<file path="config.mk">
export PLATFORM = sky130hd
export DESIGN_NAME = div_seq
export DESIGN_NICKNAME = d
export VERILOG_FILES = /design/src/rtl/div_seq.sv
export SDC_FILE = /design/constraint.sdc
export NUM_CORES = 1
export LEC_CHECK = 0
export BUFFER_PORTS_ARGS = -buffer_cell sky130_fd_sc_hd__buf_2
export CORE_ASPECT_RATIO = 1.75
export CORE_MARGIN = 3
export CORE_UTILIZATION = 35
export DETAILED_ROUTE_END_ITERATION = 12
export SYNTH_ARGS = -nofsm -noshare
export SYNTH_HDL_FRONTEND = slang
export SYNTH_SLANG_ARGS = --single-unit
</file>
<file path="constraint.sdc">
create_clock -name clk -period 10.3 [get_ports clk]
set_input_delay 0.515 -clock clk [delete_from_list [all_inputs] [get_ports clk]]
set_output_delay 0.515 -clock clk [all_outputs]
set_load 0.01 [all_outputs]
</file>
<file path="src/rtl/div_seq.sv">
// rtl/div_seq.sv - 32-bit sequential restoring divider, {remainder, quotient} result
// Optional divide-by-zero short path enabled by defining DIV_ZERO_DETECT_EN.
module div_seq (
    input  logic        clk,
    input  logic        rst,
    input  logic        signed_div_i,
    input  logic [31:0] opdata1_i,
    input  logic [31:0] opdata2_i,
    input  logic        start_i,
    input  logic        annul_i,
    output logic [63:0] result_o,
    output logic        ready_o
);

    typedef enum logic [1:0] {
        S_IDLE,
        S_BYZERO,
        S_ON,
        S_END
    } state_t;

    state_t      state_q;
    logic [4:0]  cnt_q;
    logic [31:0] rem_q;
    logic [31:0] quo_q;
    logic [31:0] div_q;
    logic        neg_quo_q;
    logic        neg_rem_q;
    logic [63:0] result_q;
    logic        ready_q;

    logic [31:0] mag1;
    logic [31:0] mag2;
    logic [32:0] diff;
    logic [31:0] rem_d;
    logic [31:0] quo_d;
    logic [31:0] rem_fix;
    logic [31:0] quo_fix;
    logic        div_zero;

    // Signed operands are reduced to magnitudes; 0x80000000 negates to itself.
    always_comb begin
        mag1 = (signed_div_i && opdata1_i[31]) ? -opdata1_i : opdata1_i;
        mag2 = (signed_div_i && opdata2_i[31]) ? -opdata2_i : opdata2_i;
    end

    always_comb begin
        diff    = {rem_q, quo_q[31]} - {1'b0, div_q};
        rem_d   = diff[32] ? {rem_q[30:0], quo_q[31]} : diff[31:0];
        quo_d   = {quo_q[30:0], ~diff[32]};
        rem_fix = neg_rem_q ? -rem_d : rem_d;
        quo_fix = neg_quo_q ? -quo_d : quo_d;
    end

`ifdef DIV_ZERO_DETECT_EN
    assign div_zero = (opdata2_i == 32'h0);
`else
    assign div_zero = 1'b0;
`endif

    always_ff @(posedge clk or negedge rst) begin
        if (!rst) begin
            state_q   <= S_IDLE;
            cnt_q     <= 5'd0;
            rem_q     <= 32'h0;
            quo_q     <= 32'h0;
            div_q     <= 32'h0;
            neg_quo_q <= 1'b0;
            neg_rem_q <= 1'b0;
            result_q  <= 64'h0;
            ready_q   <= 1'b0;
        end else begin
            case (state_q)
                S_IDLE: begin
                    if (start_i && !annul_i) begin
                        rem_q     <= 32'h0;
                        quo_q     <= mag1;
                        div_q     <= mag2;
                        neg_quo_q <= signed_div_i && (opdata1_i[31] ^ opdata2_i[31]);
                        neg_rem_q <= signed_div_i && opdata1_i[31];
                        cnt_q     <= 5'd0;
                        state_q   <= div_zero ? S_BYZERO : S_ON;
                    end
                end
                S_BYZERO: begin
                    if (annul_i) begin
                        state_q <= S_IDLE;
                    end else begin
                        result_q <= 64'h0;
                        ready_q  <= 1'b1;
                        state_q  <= S_END;
                    end
                end
                S_ON: begin
                    if (annul_i) begin
                        rem_q   <= 32'h0;
                        quo_q   <= 32'h0;
                        cnt_q   <= 5'd0;
                        state_q <= S_IDLE;
                    end else begin
                        rem_q <= rem_d;
                        quo_q <= quo_d;
                        cnt_q <= cnt_q + 5'd1;
                        // Final step lands the sign-corrected result directly.
                        if (cnt_q == 5'd31) begin
                            result_q <= {rem_fix, quo_fix};
                            ready_q  <= 1'b1;
                            state_q  <= S_END;
                        end
                    end
                end
                S_END: begin
                    if (!start_i) begin
                        result_q <= 64'h0;
                        ready_q  <= 1'b0;
                        state_q  <= S_IDLE;
                    end
                end
                default: state_q <= S_IDLE;
            endcase
        end
    end

    assign result_o = result_q;
    assign ready_o  = ready_q;

endmodule
</file>
== After elaboration in Yosys (flattened, before gate mapping) ==
Index checks and enable logic that the tools add are counted.
Widths: inputs -> output; s select.

* Flip-flop bits (word level): 170

* Add/subtract/negate cells: 6
* Eq/ne operators: 10
* Bitwise operators: 2
* Muxes and demuxes: 30
* Reductions and logical operators: 12

{| class="wikitable"
|+ Operators with widths
! kind !! number
|-
| $mux 32 || 9
|-
| $mux 64 || 4
|-
| $pmux 64 s3 || 1
|-
| $neg 32->32 || 4
|-
| $pmux 32 s2 || 2
|-
| $sub 33x32->33 || 1
|-
| $mux 2 || 5
|-
| $mux 5 || 2
|-
| $ne 2x2->1 const B || 5
|-
| $pmux 5 s2 || 1
|-
| $pmux 2 s4 || 1
|-
| $add 5x1->5 const B || 1
|-
| $eq 5x5->1 const B || 1
|-
| $reduce_and 5->1 || 1
|-
| $eq 2x2->1 const B || 2
|-
| $logic_and 1x1->1 || 4
|-
| $mux 1 || 4
|-
| $reduce_and 2->1 || 2
|-
| $ne 3x3->1 const B || 1
|-
| $pmux 1 s3 || 1
|-
| $reduce_and 3->1 || 1
|-
| $reduce_bool 3->1 || 1
|-
| $eq 2x1->1 const B || 1
|-
| $logic_not 2->1 || 1
|-
| 4 further kinds || 4
|}

== Longest topological paths before layout ==
* Depth after elaboration: 7
* Mapped depth: 22
* Mapped depth without buffers: 19

== Worst setup path before layout ==
OpenSTA, ideal clock, no wires.

* Path type: reg-to-reg
* From: reg rem_q[24]
* To: reg result_q[62], in the netlist result_o[62]
* Arrival time: 3.962 ns
* Clock period less this slack: 4.093 ns
* Buffers on the path: 4
* Cell stages (with the launch flop): 20
* Setup slack: 6.207 ns
* Required time: 10.169 ns
* Cell sequence: dfrtp_1 -> ha_1 -> buf_6 -> a21oi_2 -> o21ai_1 -> a221o_1 -> or3_1 -> o211a_1 -> inv_1 -> buf_2 -> buf_2 -> buf_2 -> nor2_1 -> a21oi_1 -> ha_1 -> o21ai_1 -> nand3b_4 -> o41ai_2 -> xnor2_1 -> o21ai_1

* Cells in the longest elaborated chain, start to end: 7

{| class="wikitable"
|+ RTL lines
! element !! line !! RTL
|-
| from (decl) || 24 || <nowiki>logic [31:0] rem_q;</nowiki>
|-
| from (signal assigned) || 101 || <nowiki>rem_q <= rem_d;</nowiki>
|-
| $sub 33x32->33 || 48 || <nowiki>diff = {rem_q, quo_q[31]} - {1'b0, div_q};</nowiki>
|-
| $mux 32 (*) || 49 || <nowiki>rem_d = diff[32] ? {rem_q[30:0], quo_q[31]} : diff[31:0];</nowiki>
|-
| $neg 32->32 || 51 || <nowiki>rem_fix = neg_rem_q ? -rem_d : rem_d;</nowiki>
|-
| $mux 32 (*) || 51 ||
|-
| $mux 64 (*) || 105 || <nowiki>if (cnt_q == 5'd31) begin</nowiki>
|-
| $mux 64 (*) || 95 || <nowiki>if (annul_i) begin</nowiki>
|-
| $pmux 64 s3 (*) || 73 || <nowiki>case (state_q)</nowiki>
|-
| to (signal assigned) || 106 || <nowiki>result_q <= {rem_fix, quo_fix};</nowiki>
|-
| to (decl) || 29 || <nowiki>logic [63:0] result_q;</nowiki>
|}

Mark *: on every way between the ends. The rest lies on a longest branch, timed or not. The select of a mux whose other input is x is not followed.
A chain may end at the register's enable or synchronous reset.

== Worst setup path in the final report ==
* From: reg rem_q[24]
* To: reg result_q[60], in the netlist result_o[60]

The elaborated chain is that of the path after synthesis.

==> impl_metrics.csv <==
group,metric,value,unit
run_status,status,"complete, no violations",
floorplanning,rows,87,
floorplanning,die_area,35510,sq um
detailed_routing,wl_per_cell,19.27,microns
sta,rsz0062_at_grt,"false",
sta,maxSlewHeadroom,27.01,%
finish,design_area,13240,sq um
power,comb_power_share,62.5,%
setup_path,worstSetupStartpointType,"register",
placed_design,dp_cells,1884,
hold_path,holdPathEnd,"div_q[16]",
power,p_sw,2.666,mW
yosys,synth_cell_types,67,
placed_design,portBuffers,133,
setup_path,crit_path_top_delay_cell,"ha_1",
sta,drv_slew,0,
yosys,synthFlopType,"dfrtp_1",
power,power_density,392.6,nW/um^2
power,p_leak,5.863,nW
power,irDropWorstVdd,0.0001727,V
finish,stdcell_count,1917,
detailed_routing,drtPass1Iterations,5,
global_route,grt_pass1_vias,10730,
finish,seqCellArea,4254,sq um
yosys,syn_inst,1410,
finish,area_growth,13.98,%
setup_path,critPathMaxFanout,29,
setup_path,regToRegSetupSlack,5.72,ns
placed_design,dp_slack,5.775,ns
setup_path,cp.required,10.62,ns
floorplanning,fp.coreArea,32440,sq um
hold_path,hold_path_depth,3,
detailed_routing,drc,0,
detailed_routing,drt-vias-per-instance,5.528,
floorplanning,start_util,35.82,%
hold_path,min_path_type,"input port to register",
clock_tree,cts_root_buf,"clkbuf_16",
global_route,grt_antenna_before_repair,0,
detailed_routing,ant_nets,0,
global_route,grt_pass1_wl,57.36,mm
clock_tree,clock_latency,0.46,ns
setup_path,r2r_start,"rem_q[24]",
yosys,ys_warn_count,0,
yosys,syn_area,11620,sq um
finish,finalNetCount,1616,
power,switching_share,51.27,%
global_route,grt_max_degree,68,
power,finalPower,5.200,mW
setup_path,cp-end-kind,"register",
sta,fin_crit_sh,44.47,%
yosys,postSynthAreaPerCell,8.241,sq um
clock_tree,cts_setup_buffers,0,
power,p_int,2.534,mW
clock_tree,htreeDepth,4,
detailed_routing,first_iter_violations,449,
placed_design,place_congestion,0.9614,
floorplanning,dieWidth,143.7,microns
setup_path,cpPeakStageDelay,0.46,ns
setup_path,crit_top_cell,"o21ai_1",
setup_path,reg2reg_depth,16,
setup_path,rr_endpoint,"result_o[60]",
clock_tree,cts_buffers,17,
detailed_routing,wl,36.94,mm
hold_path,holdCritStartpoint,"opdata2_i[16]",
clock_tree,clk_pin_slew,0.08,ns
yosys,ys_seq_elements,170,
sta,setup_viol,0,
sta,clock_skew,0.02036,ns
yosys,async_reset_ff_share,100.0,%
floorplanning,ios,134,
yosys,syn_nets,1522,
placed_design,place_hpwl,28.42,mm
run,drv_cap,0,
clock_tree,cts.repair.resized,0,
sta,tightest_slew,1.095,ns
floorplanning,die_y,247.0,microns
global_route,overflow,0,
finish,drive_gt1_share,13.58,%
yosys,synth_edf_count,0,
placed_design,post_dp_cell_area,12610,sq um
power,seq_power_share,24.0,%
setup_path,worst-setup-path-type,"register to register",
global_route,grt_usage,20.92,%
sta,setup_slack,5.720,ns
clock_tree,cts_tree,"built",
setup_path,critPathArrivalTime,4.90,ns
sta,fmax,0.2183,GHz
clock_tree,clockBufferDepth,2,
finish,multi_input_area,6885,sq um
detailed_routing,vias,10600,
sta,fin_crit,4.580,ns
yosys,ys_seq_area_share,36.61,%
power,p_clk_share,13.5,%
setup_path,crit_chain,"ha_1 > a21oi_2 > o21ai_1 > a221o_1 > or3_1 > o211a_2 > inv_1 > buf_4 > nor2_1 > a21oi_1 > ha_1 > o21ai_1 > nand3b_4 > o41ai_2 > xnor2_1 > o21ai_1",
finish,n_fill_cell,3283,
sta,setup_tns,0,ns
clock_tree,cts_hold_buffers,1,
sta,hold_viol,0,
clock_tree,cts_sinks,170,
finish,diodes,0,
[cells in the mapped netlist (all sizes together), types with 4 or more instances]
library cell / n / share of area (%)
nand2: 221 / 7.1
o21ai: 196 / 8.4
dfrtp: 170 / 37
a21oi: 101 / 4.4
nor2: 96 / 3.1
xor2: 77 / 5.8
xnor2: 68 / 5.1
clkbuf: 56 / 1.8
inv: 53 / 1.7
ha: 42 / 4.5
a22oi: 28 / 1.8
mux2i: 27 / 2.3
o31ai: 25 / 1.6
nor3: 24 / 1.0
buf: 16 / 0.81
nand2b: 16 / 0.86
nand3: 16 / 0.73
nor4: 15 / 0.81
o41ai: 15 / 1.3
o21a: 13 / 0.84
nand4: 11 / 0.59
or3: 11 / 0.59
a21o: 10 / 0.65
or4: 9 / 0.61
a211oi: 8 / 0.56
a31oi: 8 / 0.43
o211ai: 8 / 0.52
and2: 7 / 0.38
and3: 7 / 0.38
a22o: 5 / 0.38
mux2: 5 / 0.48
nor2b: 5 / 0.27
nor3b: 4 / 0.30
o22ai: 4 / 0.22
[state kept, by name, indices dropped and copies added, names as in the netlist]
register,flops
cnt_q,5
ready_o,1
result_o,64
quo_q,32
rem_q,32
div_q,32
neg_quo_q,1
neg_rem_q,1
state_q,2
[layout by cell type, fill, tap and decap left out, drive strengths merged, types with 20 or more instances in the layout]
master  count
nand2     221
o21ai     196
dfrtp     170
buf       146
a21oi     101
nor2       96
xor2       77
xnor2      68
inv        57
ha         42
a22oi      28
mux2i      27
o31ai      25
nor3       24
clkbuf     20
[critical path, delay by kind of cell, from the launching register on]
kind / cells / cell delay [ns]
buf+inv: 2 / 0.48
simple gates: 3 / 0.68
compound gates: 8 / 1.88
fa+ha+maj: 2 / 0.78
xor+xnor: 1 / 0.16
flops: 1 / 0.45
[metal layers]
metal  routed length, microns  vias up  global-route usage, %
li1                         -     5174                      -
met1                    12500     5070                  19.88
met2                    21320      256                  41.54
met3                     1121       98                  3.057
met4                     1996        0                  11.36
met5                        0        -                      0
[area by class of cell]
cell class	instances	share of cell area [%]
Tap cell	400	3.779
Clock inverter	12	1.200
Inverter	53	1.502
Sequential cell	170	32.12
Multi-Input combinational cell	1115	51.99
Clock buffer	20	3.524
Timing Repair Buffer	147	5.886
[worst max path at each step]
stage          startpoint           end  slack [ns]  cells after the start
2_1_floorplan   rem_q[24]  result_o[62]        6.21                     19
3_3_place_gp    rem_q[24]  result_o[62]        5.84                     16
3_5_place_dp    rem_q[24]  result_o[60]        5.78                     16
4_1_cts         rem_q[24]  result_o[60]        5.71                     16
5_1_grt         rem_q[24]  result_o[60]        5.36                     16
6_report        rem_q[24]  result_o[60]        5.72                     16
[cells by family after synthesis]
| family | after synthesis | synth area share [%] |
|---|---|---|
| multiplexers | 32 | 2.810 |
| AND/OR/NAND/NOR | 453 | 17.66 |
| AO/OA/AOI/OAI | 442 | 22.97 |
| buffers and inverters | 125 | 4.329 |
| XOR/XNOR | 145 | 10.93 |
| adder cells (fa/ha/maj) | 43 | 4.695 |
| flip-flops | 170 | 36.61 |
[through the flow]
stage	hold slack, ns	util, %
floorplan	0.2194	-
global placement	0.4608	38.87
detailed placement	0.4655	38.87
CTS	0.3793	40.83
global route	0.4002	40.83
finish	0.3866	40.83
[power groups by stage]
stage	Clock, mW	Sequential (mW)	Combinational [mW]
finish	0.701	1.25	3.25
global route	0.738	1.29	3.61
CTS	0.713	1.25	3.28
detailed placement	0	1.26	3.27
global placement	0	1.25	3.23
floorplan	0	1.20	2.32
No activity file was read; power rests on OpenSTA's default activity.
